--- src/rtl/m_cp0.sv ---
// MIPS coprocessor 0 for the M stage: SR, Cause, EPC and PRId registers,
// exception/interrupt request generation, and mtc0/mfc0/eret handling.
module m_cp0 (
  input  logic        clk,
  input  logic        reset,
  input  logic        en,
  input  logic [4:0]  CP0Add,
  input  logic [31:0] CP0In,
  output logic [31:0] CP0Out,
  input  logic [31:0] VPC,
  input  logic        BDIn,
  input  logic [4:0]  ExcCodeIn,
  input  logic [5:0]  HWInt,
  input  logic        EXLClr,
  output logic [31:0] EPCOut,
  output logic        Req
);

  localparam int unsigned XLEN   = 32;
  localparam int unsigned IRQW   = 6;
  localparam int unsigned EXCW   = 5;
  localparam logic [4:0]  ADDR_SR    = 5'd12;
  localparam logic [4:0]  ADDR_CAUSE = 5'd13;
  localparam logic [4:0]  ADDR_EPC   = 5'd14;
  localparam logic [4:0]  ADDR_PRID  = 5'd15;
  localparam logic [XLEN-1:0] PRID_VAL = 32'h0000_7000;

  logic [IRQW-1:0] im_q, im_d;
  logic            exl_q, exl_d;
  logic            ie_q, ie_d;
  logic            bd_q, bd_d;
  logic [IRQW-1:0] ip_q, ip_d;
  logic [EXCW-1:0] exc_q, exc_d;
  logic [XLEN-1:0] epc_q, epc_d;

  logic            int_req;
  logic            exc_req;
  logic [XLEN-1:0] epc_victim;
  logic            unused_cp0in;

  assign unused_cp0in = ^{CP0In[31:16], CP0In[9:2]};

  assign int_req = (|(HWInt & im_q)) & ie_q & ~exl_q;
  assign exc_req = (ExcCodeIn != '0) & ~exl_q;
  assign Req     = (int_req | exc_req) & ~reset;
  assign EPCOut  = epc_q;

  // EPC holds restart address minus 4; eret adds 4 back in next-PC logic
  assign epc_victim = BDIn ? (VPC - XLEN'(8)) : (VPC - XLEN'(4));

  always_comb begin
    im_d  = im_q;
    exl_d = exl_q;
    ie_d  = ie_q;
    bd_d  = bd_q;
    ip_d  = HWInt;
    exc_d = exc_q;
    epc_d = epc_q;
    if (Req) begin
      exl_d = 1'b1;
      bd_d  = BDIn;
      exc_d = int_req ? EXCW'(0) : ExcCodeIn;
      epc_d = epc_victim;
    end else begin
      if (en) begin
        case (CP0Add)
          ADDR_SR: begin
            im_d  = CP0In[15:10];
            exl_d = CP0In[1];
            ie_d  = CP0In[0];
          end
          ADDR_EPC: epc_d = CP0In;
          default: ;
        endcase
      end
      // eret clear overrides a same-cycle mtc0 to the EXL bit
      if (EXLClr) exl_d = 1'b0;
    end
  end

  always_ff @(posedge clk or posedge reset) begin
    if (reset) begin
      im_q  <= '0;
      exl_q <= 1'b0;
      ie_q  <= 1'b0;
      bd_q  <= 1'b0;
      ip_q  <= '0;
      exc_q <= '0;
      epc_q <= '0;
    end else begin
      im_q  <= im_d;
      exl_q <= exl_d;
      ie_q  <= ie_d;
      bd_q  <= bd_d;
      ip_q  <= ip_d;
      exc_q <= exc_d;
      epc_q <= epc_d;
    end
  end

  // mfc0 read mux
  always_comb begin
    CP0Out = '0;
    case (CP0Add)
      ADDR_SR:    CP0Out = {16'b0, im_q, 8'b0, exl_q, ie_q};
      ADDR_CAUSE: CP0Out = {bd_q, 15'b0, ip_q, 3'b0, exc_q, 2'b0};
      ADDR_EPC:   CP0Out = epc_q;
      ADDR_PRID:  CP0Out = PRID_VAL;
      default:    CP0Out = '0;
    endcase
  end

endmodule
--- config.mk ---
export PLATFORM = sky130hd
export DESIGN_NAME = m_cp0
export DESIGN_NICKNAME = d
export VERILOG_FILES = /design/src/rtl/m_cp0.sv
export SDC_FILE = /design/constraint.sdc
export NUM_CORES = 1
export LEC_CHECK = 0
export CAP_MARGIN = 20
export CELL_PAD_IN_SITES_DETAIL_PLACEMENT = 0
export CELL_PAD_IN_SITES_GLOBAL_PLACEMENT = 1
export CORE_MARGIN = 8
export CORE_UTILIZATION = 30
export DETAILED_ROUTE_END_ITERATION = 6
export GPL_TIMING_DRIVEN = 1
export PLACE_DENSITY_LB_ADDON = 0.05
export SYNTH_ARGS = -nofsm -noshare
export SYNTH_HDL_FRONTEND = slang
export SYNTH_SLANG_ARGS = --single-unit
--- constraint.sdc ---
create_clock -name clk -period 1.9 [get_ports clk]
set_input_delay 0.285 -clock clk [delete_from_list [all_inputs] [get_ports clk]]
set_output_delay 0.285 -clock clk [all_outputs]
set_load 0.03 [all_outputs]
==> results.md, run 1 <==
* Detailed Routing Iterations Pass 1 at 4
* Critical Path Max Stage Delay at 0.38 ns
* CP required at 1.62 ns
* Final GP Congestion at between 0.7 and 0.8
* M2 GR Usage at 28.4%
* Input/output buffers at about 150
* CTS clock-pin slew for the worst setup and hold paths at about 0.09 ns
* Comb power frac at 41.0%
* Io pins at 150
* Sum Neg Setup Slack at 0 ns
* Drt total wl at about 12,000 um
* Met1 usage at 18.7%
* Dpl hpwl at 9180 um
* Pint at 2.63 mW
* Worst VDD drop at 0.000349 V
* 1st-iter DRT viols at 78
* Num CTS Buffers at 5
* Max-slew headroom at about three quarters
* Flop pwr share at about two fifths
* Most common cell in the synthesized netlist: mux2i_1
* H-Tree Level Count at 2
* # fillers at 1,015
* CP startpoint kind: register
* Seq/Total Area, Yosys at 39.3%
* Tmin final at 1.87 ns
* Root buf cell: clkbuf_8
* Gr usage total at 16.2%
* Endpoint type of the worst setup path: output pin
* Cell Area, Synth at between 3000 and 4000 um2
* Syn Nets at 415
* Outcome: completed
* Initial antenna violation count at 0
* Top_reg_cell synth: dfrtp_1
* Final setup fails at 0
* WS Path Type: reg2out
* HP Class: in2reg
* Synth top cells by count: mux2i_1, dfrtp_1, nand2_1, xor2_1, and2_1
* DRC violations left at 0
* Max Freq at 0.535 GHz
* Dominant cells by area after synthesis: dfrtp_1, mux2i_1, xor2_1
* Syn_area_per_cell at 10.1 um2
* CTS tree: yes
* Fin crit share at 98.4%
* Vias post-DR at 3,232
* Clock sink count at 52
* Setup Skew at 0.0119 ns
* Post-synth EDFFs at 0
* Rows at 38
* Tot Pwr at approximately 4.1 mW
* Net switching power at 1.44 mW
* WL/cell at 17.4 um
* Slowest cell on crit path: dfrtp_1
* Pin count of the biggest net entering global routing at 27
* Antenna-violating nets left at 0
* Post-Syn Instances at around 330
* Nets at 630
* Worst-margin pin slew at 0.379 ns
* Fin cells at between 600 and 700
* Vias in the first global route at 3,559
* Yosys reg bits at 52
* Sw Ratio at 35.3%
* Post-synth ARST share at 100%
* Clock Power Share at 20.8%
* Unrepaired setup endpoints after global routing: true
* Synth top area share at 39.3%
* Share of cells above drive strength 1 at 27.1%
* Top Usage Layer GRT: met2
* Hold_ws at 0.132 ns
* Die X-Extent at 121 um
* Max-Cap Viols at 0
* Largest fanout on the critical path at 3
* ANT cells at 0
* Clock Latency Late Sink at 0.31 ns
* Power Density at about 690 nW/um2
* Via density at approximately 4.7
* M3 GR Usage at 5.86%
* Layout area overhead at 77.4%
* Post-layout util at 54.4%
* Fin. Hold Viols at 0
* Arrival @ worst endpoint at 1.58 ns
* Yosys Warn Count at 0
* Placed cell count at 659
* Die span in y at 121 um
* Leak pwr at 2.57 nW
* Die Area at between 10,000 and 15,000 um2
* Clock Tree Buf Depth at 2
* Initial cell density of the core at 30.7%
* Crit-path cells: a22oi_1, a311o_1, a21o_2, inv_4, buf_6
* Max-slew violation count at 0
* CORE AREA at 10,800 um2
* Distinct cells, synth at 48
* Gr ovfl total at 0
* Cell taking the most area after synthesis: dfrtp_1
* First-pass GRT wire length at 18,900 um
[worst paths after layout]
| kind | depth (start not counted) | slack [ns] | end | start |
|---|---|---|---|---|
| hold reg to reg | 2 | 0.49 | bd_q | bd_q |
| hold / removal | 1 | 0.13 | ip_q[5] | HWInt[5] |
| setup / recovery | 5 | 0.03 | Req | im_q[0] |
| max in group asynchronous | 3 | 1.20 | EPCOut[9] | reset |
| setup reg to reg | 6 | 0.11 | ie_q | im_q[0] |
| min in group asynchronous | 3 | 0.42 | ie_q | reset |
[registers in the layout (all words and copies together) (netlist names)]
signal,count
EPCOut,32
bd_q,1
exc_q,5
exl_q,1
ie_q,1
im_q,6
ip_q,6
[stage by stage]
stage | worst slack (ns) | cell area [um2]
final | 0.0303 | 5870
after global routing | -0.0498 | 5870
after CTS | -0.0248 | 5820
after detailed placement | -0.487 | 5390
after global placement | -0.531 | 5390
after floorplan | 0.0681 | 3310
[critical path: cells and delay by family, from the launching register on]
family                 cells  cell delay (ns)
AOI/OAI and AO/OA          3             0.71
DFF                        1             0.38
buffers and inverters      2             0.19
[metal layers]
metal | routed length [um] | vias up | part of all wire (%)
li1 | - | 1599 | -
met1 | 4980 | 1537 | 42
met3 | 952 | 4 | 8.0
met5 | 0 | - | 0
met4 | 63 | 0 | 0.53
met2 | 5860 | 92 | 49
[placed cells by master, fill, tap and decap left out, types with 3 or more instances in the layout]
cell	n
nor2_1	10
nand3b_1	3
nor3_1	3
nand3_1	12
nor2_4	3
o21ai_1	11
inv_1	3
xor2_1	24
dlygate4sd2_1	15
xnor2_1	3
nand4b_1	5
and2_1	19
nand4_1	6
o21ai_0	3
dfrtp_1	52
nand2_1	29
buf_4	84
inv_2	4
a21oi_1	5
a22oi_1	5
mux2_1	7
buf_6	10
mux2i_1	59
a22o_1	6
clkbuf_8	7
a22oi_2	3
buf_12	13
dlymetal6s2s_1	5
clkdlybuf4s50_1	94
[cell families (layout without fill, tap and decap cells)]
kind of cell | count (synthesis) | count (layout) | synth area share [%]
AO/OA/AOI/OAI | 42 | 42 | 8.66
AND/OR/NAND/NOR | 109 | 109 | 18.8
multiplexers | 66 | 66 | 20.2
buffers and inverters | 27 | 243 | 4.46
flip-flops | 52 | 52 | 39.3
adder cells (fa/ha/maj) | 3 | 3 | 1.13
XOR/XNOR | 28 | 28 | 7.41
[power groups by stage]
stage	clock, mW	sequential, mW	combinational [mW]
after floorplan	0	1.86	0.474
after global placement	0	1.57	1.61
after detailed placement	0	1.57	1.62
after CTS	0.873	1.56	1.67
after global routing	0.914	1.59	1.78
final	0.847	1.55	1.67
[final cells by class]
type,instances,area [um2],share of cell area [%]
repair buffers,227,2240,38.2
multi-input cells,248,1990,33.9
clock inverters,1,30.0,0.512
clock buffers,7,96.3,1.64
flip-flops and latches,52,1300,22.2
well taps,140,175,2.99
inverters,8,32.5,0.554
[repair_timing]
action,in CTS,in global routing
setup buffers,12,3
endpoints found under the setup margin,52,41
hold buffers,0,0
gates resized for setup,52,13
pin swaps,17,12
gates cloned,2,0
(Power assumes the default switching activity.)
==> inputs of run 2 (changes only) <==
--- a/config.mk
+++ b/config.mk
@@ -10,6 +10,7 @@
 export CELL_PAD_IN_SITES_GLOBAL_PLACEMENT = 1
 export CORE_MARGIN = 8
 export CORE_UTILIZATION = 30
+export CTS_BUF_LIST = sky130_fd_sc_hd__clkbuf_8
 export DETAILED_ROUTE_END_ITERATION = 6
 export GPL_TIMING_DRIVEN = 1
 export PLACE_DENSITY_LB_ADDON = 0.05
==> constraint.sdc (replaced) <==
create_clock -name clk -period 1.9 [get_ports clk]
set_input_delay 0.285 -clock clk [delete_from_list [all_inputs] [get_ports clk]]
set_output_delay 0.285 -clock clk [all_outputs]
set_load 0.1 [all_outputs]
==> results.md, run 2 (synthesis results as in run 1) <==
* Nets at 620 (-1.6%)
* CTS tree: yes
* Worst-margin pin slew at 0.443 ns (+0.0643 ns)
* 1st-iter DRT viols at 114 (+46%)
* Via density at 4.82 (+1.9%)
* Root buf cell: clkbuf_8
* Die X-Extent at 121 um (unchanged)
* Antenna-violating nets left at 0 (unchanged)
* Flop pwr share at 31.6% (-6.5 points)
* Endpoint type of the worst setup path: output pin
* Pin count of the biggest net entering global routing at 50 (+85%)
* Outcome: finished, violations left
* Unrepaired setup endpoints after global routing: true
* Detailed Routing Iterations Pass 1 at 4 (unchanged)
* HP Class: in2async
* M2 GR Usage at 28.9% (+0.48 points)
* M3 GR Usage at 5.21% (-0.65 points)
* Placed cell count at 653 (-0.91%)
* Gr usage total at 16.1% (-0.099 points)
* Arrival @ worst endpoint at 1.72 ns (+0.14 ns)
* Power Density at 807 nW/um2 (+16%)
* Max-Cap Viols at 0 (unchanged)
* Max-slew headroom at 70.2% (-4.2 points)
* WL/cell at 17.8 um (+2.4%)
* Worst VDD drop at 0.000589 V (+69%)
* Leak pwr at 2.67 nW (+3.7%)
* First-pass GRT wire length at 18,600 um (-1.2%)
* Vias post-DR at 3,244 (+0.37%)
* Final WS setup at -0.106 ns (-0.137 ns)
* Pint at 2.46 mW (-6.4%)
* Met1 usage at 18.2% (-0.56 points)
* Initial cell density of the core at 30.7% (unchanged)
* H-Tree Level Count at 2 (unchanged)
* Share of cells above drive strength 1 at 40.3% (+13 points)
* Net switching power at 2.53 mW (+76%)
* Clock sink count at 52 (unchanged)
* Tmin final at 2.01 ns (+0.137 ns)
* ANT cells at 0 (unchanged)
* Rows at 38 (unchanged)
* Top Usage Layer GRT: met2
* Commonest non-fill, non-tap cell in the layout: buf_4
* WS Path Type: in2out
* Vias in the first global route at 3,519 (-1.1%)
* Placed Instance Area at 5780 um2 (+7.2%)
* Io pins at 150 (unchanged)
* CP required at 1.62 ns (about the same)
* Sw Ratio at 50.7% (+15 points)
* Initial antenna violation count at 0 (unchanged)
* Max Freq at 0.498 GHz (-6.8%)
* Setup Skew at 0.0123 ns (+0.000483 ns)
* Comb power frac at 55.0% (+14 points)
* Max-slew violation count at 0 (unchanged)
* Largest fanout on the critical path at 2 (-1)
* Fin. Hold Viols at 0 (unchanged)
* Final GP Congestion at 0.782 (+0.39%)
* CTS clock-pin slew for the worst setup and hold paths at 0.10 ns (about the same)
* Failing checks: negative setup slack
* Die Area at 14,600 um2 (unchanged)
* Input/output buffers at 149 (unchanged)
* Clock Tree Buf Depth at 2 (unchanged)
* Clock Power Share at 13.4% (-7.4 points)
* Dpl hpwl at 9290 um (+1.2%)
* Die span in y at 121 um (unchanged)
* Fin cells at 673 (-1.5%)
* Clock Latency Late Sink at 0.31 ns (about the same)
* Gr ovfl total at 0 (unchanged)
* CORE AREA at 10,800 um2 (unchanged)
* DRC violations left at 0 (unchanged)
* CP startpoint: HWInt[4]
* Layout area overhead at 87.1%
* Sum Neg Setup Slack at -0.114 ns (-0.114 ns)
* Max FFs per register at 32 (unchanged)
* Origin of the critical flop-to-flop path: im_q[2]
* Drt total wl at 12,000 um (+0.94%)
* Fin crit share at 106% (+7.2 points)
* Most frequent cells in the layout: buf_4, clkdlybuf4s50_1, mux2i_1, dfrtp_1, buf_12
* CP startpoint kind: input port
* Num CTS Buffers at 5 (unchanged)
* Fin area at 6190 um2 (+5.5%)
* Tot Pwr at 4.99 mW (+23%)
* Final setup fails at 2 (+2)
==> run 2: worst paths after layout <==
path	to	slack (ns)	depth (start not counted)
worst max-delay path	Req	-0.11	7
worst min-delay path	exc_q[0]	0.20	2
worst max register to register	im_q[1]	0.07	6
worst min register to register	bd_q	0.51	2
max in group asynchronous	EPCOut[15]	1.19	3
min in group clk	exc_q[0]	0.23	3
==> run 2: what timing repair did <==
action,in CTS,in global routing
hold buffers,0,0
gates cloned,1,1
setup buffers,5,7
resized for setup,39,28
pin swaps,14,8
endpoints found under the setup margin,54,36
==> run 2: per-layer routing <==
| metal | vias up | routed length (um) |
|---|---|---|
| li1 | 1582 | - |
| met1 | 1561 | 4910 |
| met2 | 92 | 6110 |
| met3 | 9 | 840 |
| met4 | 0 | 102 |
| met5 | - | 0 |
==> run 2: power by group through the flow <==
stage	Combinational, mW	Sequential (mW)	Clock (mW)
floorplan	0.603	2.80	0
global placement	2.67	1.58	0
detailed placement	2.69	1.58	0
CTS	2.72	1.57	0.699
global route	2.86	1.62	0.740
finish	2.75	1.58	0.668
==> run 2: through the flow <==
step / setup slack [ns] / utilization [%] / hold WS (ns)
after floorplan: -0.0593 / - / 0.316
after global placement: -0.397 / 53.5 / 0.458
after detailed placement: -0.397 / 53.5 / 0.461
after CTS: -0.143 / 55.6 / 0.199
after global routing: -0.170 / 57.3 / 0.187
final: -0.106 / 57.3 / 0.204
==> run 2: final cells by class <==
class | instances | area [um2]
tap | 140 | 175
clock inverter | 2 | 11.3
multi-input combinational | 248 | 2180
sequential | 52 | 1310
clock buffer | 6 | 82.6
timing repair buffer | 217 | 2390
inverter | 8 | 35.0
fill | 946 | 4600
==> run 2: critical path, stage by stage <==
cell             delay (ns)
clkdlybuf4s50_1        0.50
a22oi_2                0.08
a311o_1                0.29
a21o_2                 0.24
buf_6                  0.12
inv_6                  0.05
buf_12                 0.16
==> inputs of run 3 (changes only) <==
--- a/config.mk
+++ b/config.mk
@@ -6,8 +6,6 @@
 export NUM_CORES = 1
 export LEC_CHECK = 0
 export CAP_MARGIN = 20
-export CELL_PAD_IN_SITES_DETAIL_PLACEMENT = 0
-export CELL_PAD_IN_SITES_GLOBAL_PLACEMENT = 1
 export CORE_MARGIN = 8
 export CORE_UTILIZATION = 30
 export CTS_BUF_LIST = sky130_fd_sc_hd__clkbuf_8
==> results.md, run 3 (synthesis results as in run 1) <==
* Fin area at 6380 um2 (+3.1%)
* Vias in the first global route at 3,582 (+1.8%)
* Io pins at 150 (unchanged)
* Pin count of the biggest net entering global routing at 28 (-44%)
* Critical Path Max Stage Delay at 0.40 ns (-0.10 ns)
* Gr ovfl total at 0 (unchanged)
* # fillers at 950 (+0.42%)
* Detailed Routing Iterations Pass 1 at 4 (unchanged)
* Vias post-DR at 3,261 (+0.52%)
* Delay-heaviest family, CP: compound AO/OA/AOI/OAI gates
* Arrival @ worst endpoint at 1.66 ns (-0.06 ns)
* Num CTS Buffers at 5 (unchanged)
* Layout area overhead at 92.8%
* Clock Tree Buf Depth at 2 (unchanged)
* Drt total wl at 12,300 um (+3.0%)
* Power Density at 793 nW/um2 (-1.7%)
* Worst-margin pin slew at 0.371 ns (-0.0728 ns)
* Max Freq at 0.515 GHz (+3.2%)
* CTS tree: yes
* ANT cells at 0 (unchanged)
* Root buf cell: clkbuf_8
* Final GP Congestion at 0.841 (+7.6%)
* CORE AREA at 10,800 um2 (unchanged)
* Tot Pwr at 5.06 mW (+1.3%)
* First-pass GRT wire length at 19,000 um (+2.2%)
* Antenna-violating nets left at 0 (unchanged)
* Max FFs per register at 32 (unchanged)
* WL/cell at 17.9 um (+0.76%)
* Via density at 4.74 (-1.7%)
* CP Buf/Inv Count at 2 (-2)
* CP required at 1.62 ns (about the same)
* Initial antenna violation count at 0 (unchanged)
* Nets at 635 (+2.4%)
* Outcome: finished, violations left
* HP Start: HWInt[4]
* Die span in y at 121 um (unchanged)
* Input/output buffers at 149 (unchanged)
* HP Class: in2reg
* Rows at 38 (unchanged)
* Failing checks: negative setup slack
* Die X-Extent at 121 um (unchanged)
* Crit-path cells: a22oi_2, a311o_1, a21o_2, inv_4, buf_12
* Max-Cap Viols at 0 (unchanged)
* Placed Instance Area at 5820 um2 (+0.69%)
* Max-slew headroom at 75.3% (+5.1 points)
* H-Tree Level Count at 2 (unchanged)
* Final setup fails at 1 (-1)
* CTS clock-pin slew for the worst setup and hold paths at 0.10 ns (about the same)
* Worst VDD drop at 0.000589 V (about the same)
* Slowest cell on crit path: dfrtp_1
* Commonest non-fill, non-tap cell in the layout: buf_4
* Die Area at 14,600 um2 (unchanged)
* Origin of the critical flop-to-flop path: im_q[1]
* Unrepaired setup endpoints after global routing: true
* 1st-iter DRT viols at 85 (-25%)
* WS Path Type: reg2out
* CP startpoint: im_q[1]
* Max-slew violation count at 0 (unchanged)
* Most frequent cells in the layout: buf_4, clkdlybuf4s50_1, mux2i_1, dfrtp_1, buf_12
* Setup Skew at 0.00753 ns (-0.00481 ns)
* DRC violations left at 0 (unchanged)
* Fin crit share at 102% (-3.3 points)
* Largest fanout on the critical path at 3 (+1)
* Fin. Hold Viols at 0 (unchanged)
* Gr usage total at 16.6% (+0.46 points)
* Leak pwr at 2.76 nW (+3.5%)
* Final WS setup at -0.0433 ns (+0.0630 ns)
* Dpl hpwl at 9390 um (+1.1%)
* Clock sink count at 52 (unchanged)
* Tmin final at 1.94 ns (-0.0630 ns)
* CP startpoint kind: register
* # hold bufs at CTS at 0 (unchanged)
* Initial cell density of the core at 30.7% (unchanged)
* Post-layout util at 59.1% (+1.8 points)
* Clock Latency Late Sink at 0.31 ns (about the same)
* Hold_ws at 0.145 ns (-0.0594 ns)
* Share of cells above drive strength 1 at 43.6% (+3.3 points)
* Endpoint type of the worst setup path: output pin
-- run 3: cell count changes in the layout (fill, tap and decap cells not counted), moves of 3 or more --
| cell | delta |
|---|---|
| a21oi_2 | +3 |
| a22o_4 | -5 |
| a22o_2 | +5 |
| buf_6 | +6 |
| and2_4 | +10 |
| a21oi_1 | -3 |
| and2_2 | -11 |
| buf_4 | +5 |
-- run 3: power breakdown --
part	internal (mW)	switching, mW
Combinational	0.854	1.95
Sequential	1.35	0.224
Clock	0.296	0.384
Total	2.50	2.56
-- run 3: per-stage QoR --
step,setup WS (ns),std cells,TNS [ns]
after global placement,-0.445,660,-17.70
after global routing,-0.111,688,-0.174
after CTS,-0.0623,683,-0.0623
after floorplan,-0.0593,327,-0.935
final,-0.0433,688,-0.0433
after detailed placement,-0.435,660,-19.30
-- run 3: final timing paths --
check                                   to  slack (ns)  cells past startpoint
worst max-delay path                   Req       -0.04                      5
worst min-delay path               ip_q[4]        0.14                      1
worst max register to register        ie_q        0.06                      6
worst min register to register    exc_q[2]        0.49                      2
max in group asynchronous       EPCOut[15]        1.19                      3
min in group asynchronous         exc_q[0]        0.39                      3
-- run 3: area by class of cell --
type | count | area, um2 | area share [%]
flip-flops and latches | 52 | 1310 | 20.5
repair buffers | 232 | 2560 | 40.2
clock inverters | 2 | 15.0 | 0.235
clock buffers | 6 | 82.6 | 1.29
inverters | 8 | 32.5 | 0.510
well taps | 140 | 175 | 2.75
multi-input cells | 248 | 2200 | 34.5
-- run 3: timing repair --
item | 4_1_cts | 5_1_grt
setup endpoints to repair | 56 | 58
endpoints found under the hold margin | 0 | 0
gates cloned | 4 | 0
setup buffers | 11 | 5
gates resized for setup | 63 | 32
pin swaps | 14 | 15
-- run 3: routing by layer --
layer	up-vias	track usage, %	share of wire, %
met5	-	0	0
met4	0	3.51	0.83
met3	8	5.82	7.3
met2	90	28.8	50
met1	1560	19.2	42
li1	1603	-	-
==> patch 1 (settings of run 2) <==
Register the input `ExcCodeIn` before use, cleared by the reset. The logic sees it one clock later. The other inputs are not delayed to match.
--- a/src/rtl/m_cp0.sv
+++ b/src/rtl/m_cp0.sv
@@ -25,6 +25,16 @@
   localparam logic [4:0]  ADDR_PRID  = 5'd15;
   localparam logic [XLEN-1:0] PRID_VAL = 32'h0000_7000;
 
+  logic [4:0] ExcCodeIn_q;
+
+  always_ff @(posedge clk or posedge reset) begin
+    if (reset) begin
+      ExcCodeIn_q <= '0;
+    end else begin
+      ExcCodeIn_q <= ExcCodeIn;
+    end
+  end
+
   logic [IRQW-1:0] im_q, im_d;
   logic            exl_q, exl_d;
   logic            ie_q, ie_d;
@@ -41,7 +51,7 @@
   assign unused_cp0in = ^{CP0In[31:16], CP0In[9:2]};
 
   assign int_req = (|(HWInt & im_q)) & ie_q & ~exl_q;
-  assign exc_req = (ExcCodeIn != '0) & ~exl_q;
+  assign exc_req = (ExcCodeIn_q != '0) & ~exl_q;
   assign Req     = (int_req | exc_req) & ~reset;
   assign EPCOut  = epc_q;
 
@@ -59,7 +69,7 @@
     if (Req) begin
       exl_d = 1'b1;
       bd_d  = BDIn;
-      exc_d = int_req ? EXCW'(0) : ExcCodeIn;
+      exc_d = int_req ? EXCW'(0) : ExcCodeIn_q;
       epc_d = epc_victim;
     end else begin
       if (en) begin
Behaviour: not the same (Yosys sat finds a counterexample within 4 cycles, from zero or initial values and one cycle with reset high).
==> patch 1 against run 2 <==
- cell area grew 7.2%
- wire length increased by 12%
- synthesized area up 3.6%
- setup slack gained 0.058 ns
- power increased by 8.7%
- clock skew decreased by 0.0024 ns
- global-route usage grew 1.7 points
- the flow still finishes with violations (setup timing)
- sequential cell count rose by 5
- maximum frequency is 3.0% higher
- via count grew 11%
- count of clock-buffer cells in the layout rose by 3
- combinational power shrank 1%
- first-iteration DRC count increased by 44%
==> patch 1: results (changes against run 2) <==
Top delay family on crit path compound AO/OA/AOI/OAI gates; largest net degree at the start of global routing 31 (-38%); total track usage 0.1779 (+0.01687); critical path arrival 1.66 ns (-0.06 ns); Clock Latency Late Sink 0.35 ns (+0.04 ns); setup violators final 1 (-1); met3 routed WL 832 microns (-0.95%); Leakage 2.752 nW (+3.1%); GR Layer Usage met2 0.2881 (-0.0006324); GP Congestion 0.8483 (+8.5%); CP max stage cell dfrtp_1; Peak VDD IR 0.0005235 V (-11%); Place WS -0.4914 ns (-0.09400 ns); fill cell count 1,010 (+6.8%); H-tree depth 3 (+1); Slew HR 0.5926 (-0.1091); Reg clk slew, reported paths 0.07 ns (-0.03 ns); vias in the first global route 3,823 (+8.6%); first-pass GRT wire length 20.80 mm (+12%); Seq/Total Area, Yosys 0.4161 (+0.02271); CTS Buf Count 9 (+4); met3 usage 0.04018 (-0.01193); Setup Skew 0.009952 ns (-0.002389 ns); outcome complete, but fails checks; WL final 13.40 mm (+12%); synth top area cells dfrtp_1 42%, a211oi_1 5.3%, nor2b_1 4.9%; nets@finish 665 (+7.3%); failing checks setup timing; Yosys cell types 43 (-10%); Largest register FFs 32 (unchanged); worst min path class in2reg; Internal Pwr Total 2.778 mW (+13%); layout cell share with drive strength beyond 1 0.4278 (+0.02446); Post-Syn Nets 449 (+8.2%); worst reg2reg setup slack 0.12 ns (+0.05 ns); DP Area 6010 sq um (+4.0%); WL met1 5.963 mm (+21%); met2 WL post-DR 6.443 mm (+5.4%); clk buf depth 2 (unchanged); final worst slack -0.04778 ns (+0.05845 ns); top cells by count, synth 57 x dfrtp_1, 27 x nor2b_1, 25 x a21oi_1; Via density 4.983 (+3.4%)
patch 1: cell types whose count changed in the layout (fill, tap and decap cells not counted), sizes merged, moves of 15 or more:
cell and change:
mux2i -46, nor2b +26, a211oi +22, a21oi +20
and3 +19, buf +18, and2 -15
patch 1: layout make-up:
class | count | area, sq um | area share
Timing Repair Buffer | 235 | 2604 | 0.3926
Multi-Input combinational cell | 267 | 2213 | 0.3337
Clock inverter | 7 | 53.80 | 0.008112
Clock buffer | 9 | 123.9 | 0.01868
Tap cell | 143 | 178.9 | 0.02698
Sequential cell | 57 | 1433 | 0.2160
Inverter | 7 | 26.28 | 0.003962
patch 1: final timing paths:
| kind | depth (start not counted) | from | endpoint |
|---|---|---|---|
| worst max register to register | 8 | im_q[0]$_DFFE_PP0P_ | EPCOut[23]$_DFFE_PP0P_ |
| worst max-delay path | 6 | im_q[0]$_DFFE_PP0P_ | Req |
| max in group asynchronous | 3 | reset | EPCOut[0]$_DFFE_PP0P_ |
| worst min-delay path | 1 | HWInt[1] | ip_q[1]$_DFF_PP0_ |
| worst min register to register | 1 | ExcCodeIn_q[3]$_DFF_PP0_ | exc_q[3]$_DFFE_PP0P_ |
| min in group asynchronous | 3 | reset | EPCOut[1]$_DFFE_PP0P_ |
patch 1: cells by family (layout without fill, tap and decap cells):
family,count (synthesis),count (layout),synth area share
XOR/XNOR,26,26,0.06642
buffers and inverters,37,258,0.04452
adder cells (fa/ha/maj),3,3,0.01095
multiplexers,20,20,0.06095
AO/OA/AOI/OAI,93,93,0.1818
flip-flops,57,57,0.4161
AND/OR/NAND/NOR,125,125,0.2193
patch 1: power by group through the flow:
stage	Sequential [mW]	Combinational, mW	Clock [mW]
3_5_place_dp	1.67	2.61	0
4_1_cts	1.67	2.71	1.08
5_1_grt	1.69	2.82	1.13
2_1_floorplan	2.78	0.640	0
3_3_place_gp	1.67	2.60	0
6_report	1.66	2.71	1.05
patch 1: timing repair:
item                       4_1_cts  5_1_grt
cloned                           4        0
buffers inserted                 9        4
pin swaps                       19       16
gates resized for setup         54       22
hold buffers                     0        0
setup endpoints to repair       50       28
patch 1: per-stage QoR:
| step | util | setup TNS (ns) | power (mW) | hold slack, ns | cells |
|---|---|---|---|---|---|
| 2_1_floorplan | - | -0.2864 | 3.417 | 0.3164 | 361 |
| 3_3_place_gp | 0.5331 | -16.47 | 4.265 | 0.4812 | 692 |
| 3_5_place_dp | 0.5331 | -19.77 | 4.286 | 0.4888 | 692 |
| 4_1_cts | 0.5798 | -0.1357 | 5.454 | 0.3430 | 721 |
| 5_1_grt | 0.5884 | -0.1332 | 5.650 | 0.1240 | 725 |
| 6_report | 0.5884 | -0.04778 | 5.428 | 0.1204 | 725 |
==> patch 2 (config.mk and constraints of run 2) <==
Without the edit above. `ip_q` no longer has a reset.
--- a/src/rtl/m_cp0.sv
+++ b/src/rtl/m_cp0.sv
@@ -84,7 +84,6 @@
       exl_q <= 1'b0;
       ie_q  <= 1'b0;
       bd_q  <= 1'b0;
-      ip_q  <= '0;
       exc_q <= '0;
       epc_q <= '0;
     end else begin
@@ -92,10 +91,13 @@
       exl_q <= exl_d;
       ie_q  <= ie_d;
       bd_q  <= bd_d;
-      ip_q  <= ip_d;
       exc_q <= exc_d;
       epc_q <= epc_d;
     end
+  end
+
+  always_ff @(posedge clk) begin
+    ip_q <= ip_d;
   end
 
   // mfc0 read mux
Behaviour: not the same (a bounded check fails within 4 cycles, from zero or initial values and one cycle with reset high).
==> patch 2 against run 2 <==
- the run still ends with setup timing left
- power increased by 2.5%
- wire length grew 7.5%
- synthesized area fell by 2.2%
- sequential cell count is the same
- sequential share of layout area decreased by 1.5 points
- first-iteration DRC count rose by 44%
- clock power is 3.9% higher
- critical path type is now reg2out
- cell area rose by 4.8%
- largest power group unchanged
- synthesized cell count increased by 5.8%
- utilization rose by 3.3 points
- setup slack worse by 0.20 ns
==> patch 2: results (changes against run 2) <==
met2 WL post-DR 6.295 mm (+3.0%); outcome complete, but fails checks; worst r2r src im_q[3]$_DFFE_PP0P_; Peak VDD IR 0.0004949 V (-16%); met3 routed WL 659 microns (-22%); Layout non-clock buf frac 0.4164 (+0.02949); total track usage 0.1750 (+0.01398); FF-to-FF path depth 11 (+5); layout cell share with drive strength beyond 1 0.4694 (+0.06597); Slew HR 0.7575 (+0.05576); synth top area cells dfrtp_1 36%, xnor2_1 7.0%, mux2i_1 4.9%; failing checks setup timing; nets@finish 658 (+6.1%); area of the multi-input gates 2215 sq um (+1.5%); multi-input gates 263 (+6.0%); iteration-0 DRC count of the detailed router 164 (+44%); worst min path class in2reg; ys async rst share 0.8846 (-0.1154); Place WS -0.4458 ns (-0.04833 ns); first-pass GRT wire length 20.31 mm (+9.0%); GRT met1 Usage 0.2234 (+0.04152); post-CTS sizing 50 (+28%); final worst slack -0.3105 ns (-0.2043 ns); register area 1277 sq um (-2.4%); Internal Pwr Total 2.607 mW (+5.9%); setup violators final 39 (+37); met3 usage 0.03992 (-0.01219); Via Count 3,525 (+8.7%); Seq/Total Area, Yosys 0.3929 (-0.0004587); fill cell count 941 (-0.53%); Hold Worst Slack 0.1255 ns (-0.07877 ns); largest net degree at the start of global routing 42 (-16%); vias in the first global route 3,749 (+6.5%); Setup Skew 0.008908 ns (-0.003432 ns)
[patch 2: cell count changes after synthesis, sizes merged, moves of 18 or more]
cell / change
mux2i: -43
nor2b: +24
xor2: -24
xnor2: +23
a21oi: +20
a211oi: +18
and3: +18
[patch 2: power groups by stage]
stage               registers (mW)  clock network [mW]  logic [mW]
floorplan                     2.66                   0       0.621
global route                  1.55               0.761        3.03
detailed placement            1.54                   0        2.66
finish                        1.52               0.694        2.91
CTS                           1.52               0.707        2.79
global placement              1.54                   0        2.65
[patch 2: worst max path at each step]
stage / cells after the start / end / startpoint / slack [ns]
after floorplan: 2 / CP0Out[12] / EPCOut[12]$_DFFE_PP0P_ / -0.32
after global placement: 9 / EPCOut[30]$_DFFE_PP0P_ / HWInt[3] / -0.49
after detailed placement: 9 / EPCOut[30]$_DFFE_PP0P_ / HWInt[3] / -0.45
after CTS: 7 / Req / im_q[1]$_DFFE_PP0P_ / -0.31
after global routing: 7 / Req / im_q[3]$_DFFE_PP0P_ / -0.38
final: 7 / Req / im_q[3]$_DFFE_PP0P_ / -0.31
[patch 2: critical path, stage by stage, from the launching register on]
cell	delay, ns
dfrtp_1	0.40
a22o_1	0.24
o31ai_2	0.28
buf_4	0.16
a211o_1	0.17
inv_2	0.07
buf_12	0.13
buf_12	0.15
[patch 2: cells by family after synthesis]
logic type	share of synthesized area
compound gates	0.1872
mux	0.07386
simple gates	0.2216
fa+ha+maj	0.01160
flops	0.3929
xor+xnor	0.07309
buf+inv	0.03983
[patch 2: per-stage QoR]
step	cell area [sq um]	instances	util	setup TNS (ns)
floorplan	3346	346	-	-0.3193
global placement	5823	689	0.5443	-22.54
detailed placement	5823	689	0.5443	-21.97
CTS	6166	703	0.5764	-2.632
global route	6487	711	0.6064	-8.060
finish	6487	711	0.6064	-5.215
